### src/rtl/store_scoreboard.sv
// Store-stream checker: compares a processor's store bus against a loaded table of
// expected (address, data) stores, with ignorable scratch addresses and a watchdog.
module store_scoreboard #(
    parameter int unsigned WIDTH   = 32,
    parameter int unsigned DEPTH   = 8,
    parameter int unsigned NIGN    = 4,
    parameter bit          ORDERED = 1'b1,
    parameter int unsigned TIMEOUT = 1000,
    localparam int unsigned IW = (DEPTH > 1) ? $clog2(DEPTH) : 1,
    localparam int unsigned CW = $clog2(DEPTH + 1)
) (
    input  logic             clk,
    input  logic             reset,
    input  logic             memwrite,
    input  logic [WIDTH-1:0] dataadr,
    input  logic [WIDTH-1:0] writedata,
    input  logic             exp_push,
    input  logic [WIDTH-1:0] exp_addr,
    input  logic [WIDTH-1:0] exp_data,
    input  logic             ign_push,
    input  logic [WIDTH-1:0] ign_addr,
    input  logic             clear,
    input  logic             start,
    output logic             armed,
    output logic             done,
    output logic             pass,
    output logic             fail,
    output logic [1:0]       fail_code,
    output logic [IW-1:0]    fail_idx,
    output logic [CW-1:0]    match_cnt
);

    localparam int unsigned GW = $clog2(NIGN + 1);
    localparam int unsigned TW = (TIMEOUT > 0) ? $clog2(TIMEOUT + 1) : 1;
    localparam logic [CW-1:0] DepthC = CW'(DEPTH);
    localparam logic [GW-1:0] NignC  = GW'(NIGN);
    localparam logic [TW-1:0] TLimit = TW'(TIMEOUT);

    typedef enum logic [1:0] {StIdle, StArmed, StPass, StFail} state_e;

    state_e           state_q;
    logic [WIDTH-1:0] exp_addr_q [DEPTH];
    logic [WIDTH-1:0] exp_data_q [DEPTH];
    logic [WIDTH-1:0] ign_addr_q [NIGN];
    logic [CW-1:0]    exp_cnt_q;
    logic [GW-1:0]    ign_cnt_q;
    logic [DEPTH-1:0] consumed_q;
    logic [TW-1:0]    timer_q;

    logic             loading, exp_wr, ign_wr;
    logic [WIDTH-1:0] ord_addr, ord_data;
    logic             any_full, any_addr, ign_hit;
    logic [IW-1:0]    full_idx, addr_idx, hit_idx;
    logic             hit, bad_data, bad_addr;
    logic [TW-1:0]    timer_inc;
    logic             timeout_hit;

    // Loads only land when no higher-priority control is active and the checker is idle.
    assign loading = !reset && (state_q != StArmed) && !clear && !start;
    assign exp_wr  = loading && exp_push && (exp_cnt_q != DepthC);
    assign ign_wr  = loading && ign_push && (ign_cnt_q != NignC);

    assign timer_inc   = (timer_q == TLimit) ? timer_q : timer_q + TW'(1);
    assign timeout_hit = (TIMEOUT != 0) && (timer_inc == TLimit);

    always_ff @(posedge clk) begin
        for (int i = 0; i < int'(DEPTH); i++) begin
            if (exp_wr && (exp_cnt_q == CW'(i))) begin
                exp_addr_q[i] <= exp_addr;
                exp_data_q[i] <= exp_data;
            end
        end
        for (int i = 0; i < int'(NIGN); i++) begin
            if (ign_wr && (ign_cnt_q == GW'(i))) begin
                ign_addr_q[i] <= ign_addr;
            end
        end
    end

    always_comb begin
        ord_addr = '0;
        ord_data = '0;
        for (int i = 0; i < int'(DEPTH); i++) begin
            if (match_cnt == CW'(i)) begin
                ord_addr = exp_addr_q[i];
                ord_data = exp_data_q[i];
            end
        end

        // Scan downwards so the lowest matching index is the one left standing.
        any_full = 1'b0;
        any_addr = 1'b0;
        full_idx = '0;
        addr_idx = '0;
        for (int i = int'(DEPTH) - 1; i >= 0; i--) begin
            if ((CW'(i) < exp_cnt_q) && !consumed_q[i] && (exp_addr_q[i] == dataadr)) begin
                any_addr = 1'b1;
                addr_idx = IW'(i);
                if (exp_data_q[i] == writedata) begin
                    any_full = 1'b1;
                    full_idx = IW'(i);
                end
            end
        end

        ign_hit = 1'b0;
        for (int i = 0; i < int'(NIGN); i++) begin
            if ((GW'(i) < ign_cnt_q) && (ign_addr_q[i] == dataadr)) begin
                ign_hit = 1'b1;
            end
        end

        hit      = 1'b0;
        bad_data = 1'b0;
        bad_addr = 1'b0;
        hit_idx  = '0;
        if (ORDERED) begin
            if (ord_addr == dataadr) begin
                hit      = (ord_data == writedata);
                bad_data = !hit;
                hit_idx  = IW'(match_cnt);
            end else begin
                bad_addr = !ign_hit;
            end
        end else begin
            if (any_full) begin
                hit     = 1'b1;
                hit_idx = full_idx;
            end else if (any_addr) begin
                bad_data = 1'b1;
                hit_idx  = addr_idx;
            end else begin
                bad_addr = !ign_hit;
            end
        end
        if (!memwrite) begin
            hit      = 1'b0;
            bad_data = 1'b0;
            bad_addr = 1'b0;
        end
    end

    always_ff @(posedge clk) begin
        if (reset) begin
            state_q    <= StIdle;
            exp_cnt_q  <= '0;
            ign_cnt_q  <= '0;
            consumed_q <= '0;
            match_cnt  <= '0;
            fail_code  <= 2'd0;
            fail_idx   <= '0;
            timer_q    <= '0;
        end else if (state_q == StArmed) begin
            // A store outcome on this edge takes precedence over the watchdog.
            if (exp_cnt_q == '0) begin
                state_q <= StPass;
            end else if (hit) begin
                consumed_q[hit_idx] <= 1'b1;
                match_cnt           <= match_cnt + CW'(1);
                timer_q             <= '0;
                if (match_cnt + CW'(1) == exp_cnt_q) begin
                    state_q <= StPass;
                end
            end else if (bad_data) begin
                state_q   <= StFail;
                fail_code <= 2'd1;
                fail_idx  <= hit_idx;
            end else if (bad_addr) begin
                state_q   <= StFail;
                fail_code <= 2'd2;
            end else begin
                timer_q <= timer_inc;
                if (timeout_hit) begin
                    state_q   <= StFail;
                    fail_code <= 2'd3;
                end
            end
        end else if (clear) begin
            exp_cnt_q <= '0;
            ign_cnt_q <= '0;
        end else if (start) begin
            state_q    <= StArmed;
            consumed_q <= '0;
            match_cnt  <= '0;
            fail_code  <= 2'd0;
            fail_idx   <= '0;
            timer_q    <= '0;
        end else begin
            if (exp_wr) begin
                exp_cnt_q <= exp_cnt_q + CW'(1);
            end
            if (ign_wr) begin
                ign_cnt_q <= ign_cnt_q + GW'(1);
            end
        end
    end

    assign armed = (state_q == StArmed);
    assign pass  = (state_q == StPass);
    assign fail  = (state_q == StFail);
    assign done  = pass || fail;

endmodule

### config.mk
export PLATFORM = sky130hd
export DESIGN_NAME = store_scoreboard
export DESIGN_NICKNAME = d
export VERILOG_FILES = /design/src/rtl/store_scoreboard.sv
export SDC_FILE = /design/constraint.sdc
export NUM_CORES = 1
export LEC_CHECK = 0
export BUFFER_PORTS_ARGS = -buffer_cell sky130_fd_sc_hd__buf_2
export CAP_MARGIN = 20
export CORE_MARGIN = 10
export CORE_UTILIZATION = 44
export DETAILED_ROUTE_END_ITERATION = 8
export HOLD_SLACK_MARGIN = 0.06
export PLACE_DENSITY = 0.65
export REMOVE_ABC_BUFFERS = 1
export SETUP_SLACK_MARGIN = 0.5
export SLEW_MARGIN = 40
export SYNTH_ARGS = -nofsm -noshare
export SYNTH_HDL_FRONTEND = slang
export SYNTH_SLANG_ARGS = --single-unit
### constraint.sdc
create_clock -name clk -period 8.15 [get_ports clk]
set_input_delay 0.815 -clock clk [delete_from_list [all_inputs] [get_ports clk]]
set_output_delay 0.815 -clock clk [all_outputs]
set_load 0.05 [all_outputs]
## Word-level counts from Yosys, hierarchy flattened

Memories as Yosys holds them, arrays and structs flattened.
Cells that the tools add are included.

| storage, ports and cells | value |
|---|---|
| bits in writable memories | 640 |
| memories | 3 |
| output and inout bits | 13 |
| register bits after elaboration | 28 |
| input port bits | 167 |
| word-level logic and storage cells | 264 |

| operators by class | value |
|---|---|
| eq/ne operators | 43 |
| order comparisons | 4 |
| mux-type cells | 143 |
| bitwise operators | 1 |
| reductions and logical operators | 59 |
| add/subtract/negate cells | 4 |

Memory list:

| memory | words | width | rd ports | clocked after memory_dff | wr ports | RTL line | RTL |
|---|---|---|---|---|---|---|---|
| exp_addr_q | 8 | 32 | 8 | 0 | 1 | 42 | `logic [WIDTH-1:0] exp_addr_q [DEPTH];` |
| exp_data_q | 8 | 32 | 8 | 0 | 1 | 43 | `logic [WIDTH-1:0] exp_data_q [DEPTH];` |
| ign_addr_q | 4 | 32 | 4 | 0 | 1 | 44 | `logic [WIDTH-1:0] ign_addr_q [NIGN];` |

Operators by type and width:

| cell | count |
|---|---|
| two-way mux 32 bit | 33 |
| OR reduction 32 bit | 17 |
| == test 32 bit | 6 |
| two-way mux 10 bit | 8 |
| two-way mux 3 bit | 24 |
| two-way mux 1 bit | 51 |
| two-way mux 2 bit | 19 |
| == test 4 x 3 -> 1 bit (second input constant) | 8 |
| two-way mux 4 bit | 8 |
| logical AND 1 bit | 23 |
| == test 10 bit (second input constant) | 2 |
| == test 4 x 2 -> 1 bit (second input constant) | 4 |
| AND reduction 5 bit | 3 |
| adder 10 x 1 -> 10 bit (second input constant) | 1 |
| inequality test 3 bit (second input constant) | 3 |
| adder 4 x 1 -> 4 bit (second input constant) | 2 |
| == test 4 x 1 -> 1 bit (second input constant) | 2 |
| zero test 4 bit | 2 |
| inequality test 2 x 1 -> 1 bit (second input constant) | 4 |
| AND reduction 4 bit | 2 |
| == test 3 x 2 -> 1 bit (second input constant) | 2 |
| less-than comparator 1 x 3 -> 1 bit (first input constant) | 2 |
| less-than comparator 2 x 3 -> 1 bit (first input constant) | 2 |
| inequality test 2 bit (second input constant) | 3 |
| other kinds (15) | 23 |

## Logic depth before layout (Yosys ltp)

| depth | value |
|---|---|
| depth after elaboration | 17 |
| depth in mapped cells | 20 |
| depth with buffers taken out | 13 |

## Worst setup path after synthesis

No wires, ideal clock.

| timing | value |
|---|---|
| path kind | register to register |
| from | register state_q[1] |
| to | memory exp_addr_q[0][0] (enable) |
| clock period less this slack | 6,556 ps |
| arrival | 5,992 ps |
| setup time | 565 ps |
| setup slack | 1,594 ps |
| path buffers | 0 |
| stages on the path, launching flop included | 7 |
| required time | 7,585 ps |
| cells stage by stage | dfxtp_1 inv_1 nand2_1 clkinv_1 nor4_1 nand2_1 nor3_1 |

| on the way | value |
|---|---|
| cells in the longest elaborated chain, start to end | 17 |
| elaborated cells on any way between the ends | 51 |
| those cells by class | 1 x eq/ne; 30 x mux; 20 x reduce/logical |

RTL lines:

| what | RTL line | RTL |
|---|---|---|
| start, declared | 41 | `state_e state_q;` |
| start signal, assigned | 145 | `state_q <= StIdle;` |
| start signal, assigned | 156 | `state_q <= StPass;` |
| start signal, assigned | 162 | `state_q <= StPass;` |
| inequality test 2 x 1 -> 1 bit (*) | 59 | `assign loading = !reset && (state_q != StArmed) && !clear && !start;` |
| logical AND 1 bit (*) (3 in a row) | 59 |  |
| logical AND 1 bit (*) (2 in a row) | 60 | `assign exp_wr = loading && exp_push && (exp_cnt_q != DepthC);` |
| logical AND 1 bit | 68 | `if (exp_wr && (exp_cnt_q == CW'(i))) begin` |
| two-way mux 1 bit | 68 |  |
| two-way mux 1 bit (not written as such) | 69 | `exp_addr_q[i] <= exp_addr;` |
| OR reduction 32 bit (no source line) | - |  |
| two-way mux 3 bit (no source line) / two-way mux 1 bit (equally long branches) (7 in a row) | - |  |
| end, declared | 42 |  |

Mark *: on every way between the ends. The rest lies on a longest branch, timed or not.

## Final worst setup path

| timing | value |
|---|---|
| from | register match_cnt[0] |
| to | register match_cnt[2] |

| on the way | value |
|---|---|
| cells in the longest elaborated chain, start to end | 14 |
| elaborated cells on any way between the ends | 34 |
| those cells by class | 1 x add/sub; 10 x eq/ne; 21 x mux; 2 x reduce/logical |

RTL lines:

| what | RTL line | RTL |
|---|---|---|
| start, declared | 30 | `output logic [CW-1:0] match_cnt` |
| start signal, assigned | 159 | `match_cnt <= match_cnt + CW'(1);` |
| zero test 4 bit | 84 | `if (match_cnt == CW'(i)) begin` |
| two-way mux 32 bit (8 in a row) | 84 |  |
| == test 32 bit (on tied branches) | 119, 118 |  |
| two-way mux 1 bit | 118 | `if (ord_addr == dataadr) begin` |
| two-way mux 1 bit | 136 | `if (!memwrite) begin` |
| inequality test 2 x 1 -> 1 bit (no source line) | - |  |
| AND reduction 4 bit (no source line) | - |  |

Parallel ways exist; a longest one is shown, timed or not. The select of a mux whose other input is x is not followed.
A chain may end at the register's enable or synchronous reset.

==> results.md <==
- Routed via count: ~20000
- Die Height: roughly 280 um
- Hold Path Class: in2reg
- CTS HTree Levels: 3
- Final hold viol count: 0
- Core outline area: 0.06586 sq mm
- Largest net degree at the start of global routing: about 140
- Slew HR: between 40% and 50%
- Reg2Reg Launch Point: match_cnt[0]$_SDFFE_PP0P_
- Setup-failing EPs final: 0
- NumNets Final: roughly 2500
- Sequential power share: 52.7%
- Final std cells w/o fill: approximately 3200
- TritonCTS clock tree: built
- Seq/Total Area, Yosys: around 68%
- Lkg Pwr: around 11 nW
- Hold_ws: roughly 0.42 ns
- Share of cells above drive strength 1: between 15 and 20%
- Rows: 94
- Worst path bufs/invs: 2
- CP top delay family: simple AND/OR/NAND/NOR gates
- TNS Setup: 0 ns
- Cell Pwr Density: 214.8 mW/mm^2
- Tmin final: about 5.5 ns
- Die area: just under 0.08 sq mm
- Status: completed
- Hold Startpoint: ign_addr[5]
- Req. time, crit path: 8.66 ns
- Via density: roughly 6.1
- IO Port Bufs: 179
- Starting Density: between 40% and 50%
- CTS clock-pin slew for the worst setup and hold paths: around 0.060 ns
- Synth Instances: about 2200
- Ys async rst share: 0%
- Final period utilization: approximately 67%
- Wirelength per Cell: 26.13 um
- Final Util: about half
- Synthesis-stage register bit count: 668
- DRC errors left: 0
- Placed cell area: ~0.031 sq mm
- Post-Syn Area: 0.02929 sq mm
- Number of enable flip-flop cells after synthesis: 640
- PostCTS Resize Cnt: 0
- Worst setup SP type: register
- Setup Fix Bufs, Post-CTS: 0
- Total GRT Usage: between 20% and 30%
- Post-route ant nets: 0
- Worst-Margin Slew: between 0.8 and 0.9 ns
- Switching share of power: 20.84%
- Comb pwr share: 3.4%
- Fmax achieved: 0.1835 GHz
- Total CTS buffers: just over 70
- CP startpoint: match_cnt[0]$_SDFFE_PP0P_
- Max cap viols: 0
- Critical path class: reg2reg
- Total placed cells including tap cells: ~3100
- Top FF cell, synth: edfxtp_1
- Syn_area_per_cell: between 10 and 15 sq um
- CTS root buf: clkbuf_16
- Distinct cell type count after synthesis: 84
- Drt first-iter violations: approximately 1900
- Initial antenna violation count: 16
- Final Max Tran Viols: 0
- Drt pass-1 iters: 6
- Clock Sink Count: 668
- First-pass GRT wire length: roughly 120000 um
- Die Wd: between 200 and 300 um
- Clk_lat worst skew: about 0.62 ns
- CTS hold repair buffers: 0
- Crit-path slowest cell: dfxtp_1
- HPWL Detailed: 52730 um
- Clock share of power: a little over two fifths
- Crit path largest cell delay: about 0.60 ns
- Int Pwr: 5.674 mW
- Arr. time, crit path: 5.96 ns
- Routed WL: between 80000 and 90000 um
- Final Wtd Congestion: between 0.9 and 1
- Max FO, Critical Path: 43
- Vias in the first global route: ~19000
- Area Overhead vs Synth: 13.94%
- Setup Skew: about 0.016 ns
- RSZ-0062 raised after global routing: false
- # IOs: between 150 and 200
- Design area: between 0.03 and 0.04 sq mm
- Crit end category: register
- Gr ovfl total: 0
- Psw: approximately 1.5 mW
- R2R Setup Slk: ~2.7 ns
- Peak VDD IR: between 0.00015 and 0.0002 V
- Max Buffers Root-to-Sink: 3
- Worst-path cell chain: ha_4 > buf_4 > buf_4 > a21oi_1 > a311oi_1 > a2bb2oi_1 > xnor2_1 > nand2_1 > or4b_1 > or4_4 > nor4_2 > o21bai_1 > o21bai_1 > a21o_1
- Ys Warns: 0
[flip-flops by register name (all words and copies together) (netlist names)]
name and count:
exp_data_q 256, ign_addr_q 128, fail_code 2, match_cnt 4, ign_cnt_q 3, timer_q 10
fail_idx 3, exp_cnt_q 4, exp_addr_q 256, state_q 2
[metal layers]
layer | track usage [%] | vias to the layer above | routed length, um
li1 | - | 8715 | -
met1 | 27.77 | 9880 | 35100
met2 | 34.48 | 879 | 40230
met3 | 4.715 | 176 | 7159
met4 | 6.460 | 22 | 2194
met5 | 0 | - | 140
[final cells by class]
class	instances	area, sq um
multi-input combinational	1287	8657
sequential	668	19780
inverter	71	266.5
fill	5583	32490
timing repair buffer	218	1286
tap	864	1081
clock buffer	89	1928
clock inverter	41	347.8
antenna	8	20.02
[final timing paths]
path	endpoint	cells after the start
min	ign_addr_q[0][5]$_DFFE_PP_	1
max reg2reg	match_cnt[2]$_SDFFE_PP0P_	14
max	match_cnt[2]$_SDFFE_PP0P_	14
min reg2reg	fail_idx[0]$_SDFFE_PP0P_	2
[power groups by stage]
stage               combinational, mW  sequential [mW]  clock [mW]
finish                          0.243             3.78        3.15
global route                    0.261             3.77        3.34
floorplan                      0.0914             3.85           0
CTS                             0.242             3.78        3.19
detailed placement              0.240             3.85           0
global placement                0.234             3.85           0
[synthesized netlist by cell type (all sizes together) (7+ instances only)]
master	n	area share [%]
edfxtp	640	66
nand2	161	2.1
a21oi	131	2.2
xnor2	115	3.4
o21ai	90	1.6
clkbuf	79	1.0
buf	76	1.5
inv	68	0.87
nand2b	68	1.5
nor2	52	0.68
a22oi	47	1.2
o22ai	46	0.98
nand4	42	0.90
xor2	39	1.2
o211ai	37	0.95
nand3b	33	0.85
a41oi	31	0.93
nor3	31	0.53
nor4	31	0.70
or3	31	0.66
a221oi	29	1.0
o211a	29	0.99
dfxtp	28	1.9
nand3	18	0.31
nor2b	16	0.34
a211oi	15	0.40
a31oi	14	0.30
ha	13	0.56
nor3b	12	0.31
and3	11	0.23
o221ai	11	0.33
a2111oi	10	0.30
and2	10	0.21
o21a	10	0.26
a21o	9	0.23
o311ai	7	0.21
o31ai	7	0.18
[metrics by stage]
| stage | power (mW) | setup slack, ns |
|---|---|---|
| floorplan | 3.946 | -0.7237 |
| CTS | 7.212 | 2.584 |
| global route | 7.372 | 2.494 |
| global placement | 4.082 | 2.488 |
| detailed placement | 4.088 | 2.615 |
| finish | 7.168 | 2.699 |
[cell families after synthesis]
| group | synth area share (%) |
|---|---|
| xor+xnor | 4.605 |
| buf+inv | 3.469 |
| simple gates | 9.980 |
| mux | 0.2093 |
| compound gates | 13.65 |
| fa+ha+maj | 0.5554 |
| flops | 67.54 |
[cells in the final DEF (no fill, tap or decap), types with 42 or more instances in the layout]
cell type and n:
o22ai_1 46, nor2_1 48, clkbuf_16 74, a22oi_1 47
inv_1 68, buf_2 179, a21oi_1 131, nand2b_1 66
edfxtp_1 640, xnor2_1 115, nand2_1 161, nand4_1 42
o21ai_0 88
Note: power is estimated with default switching activity, not from simulation.
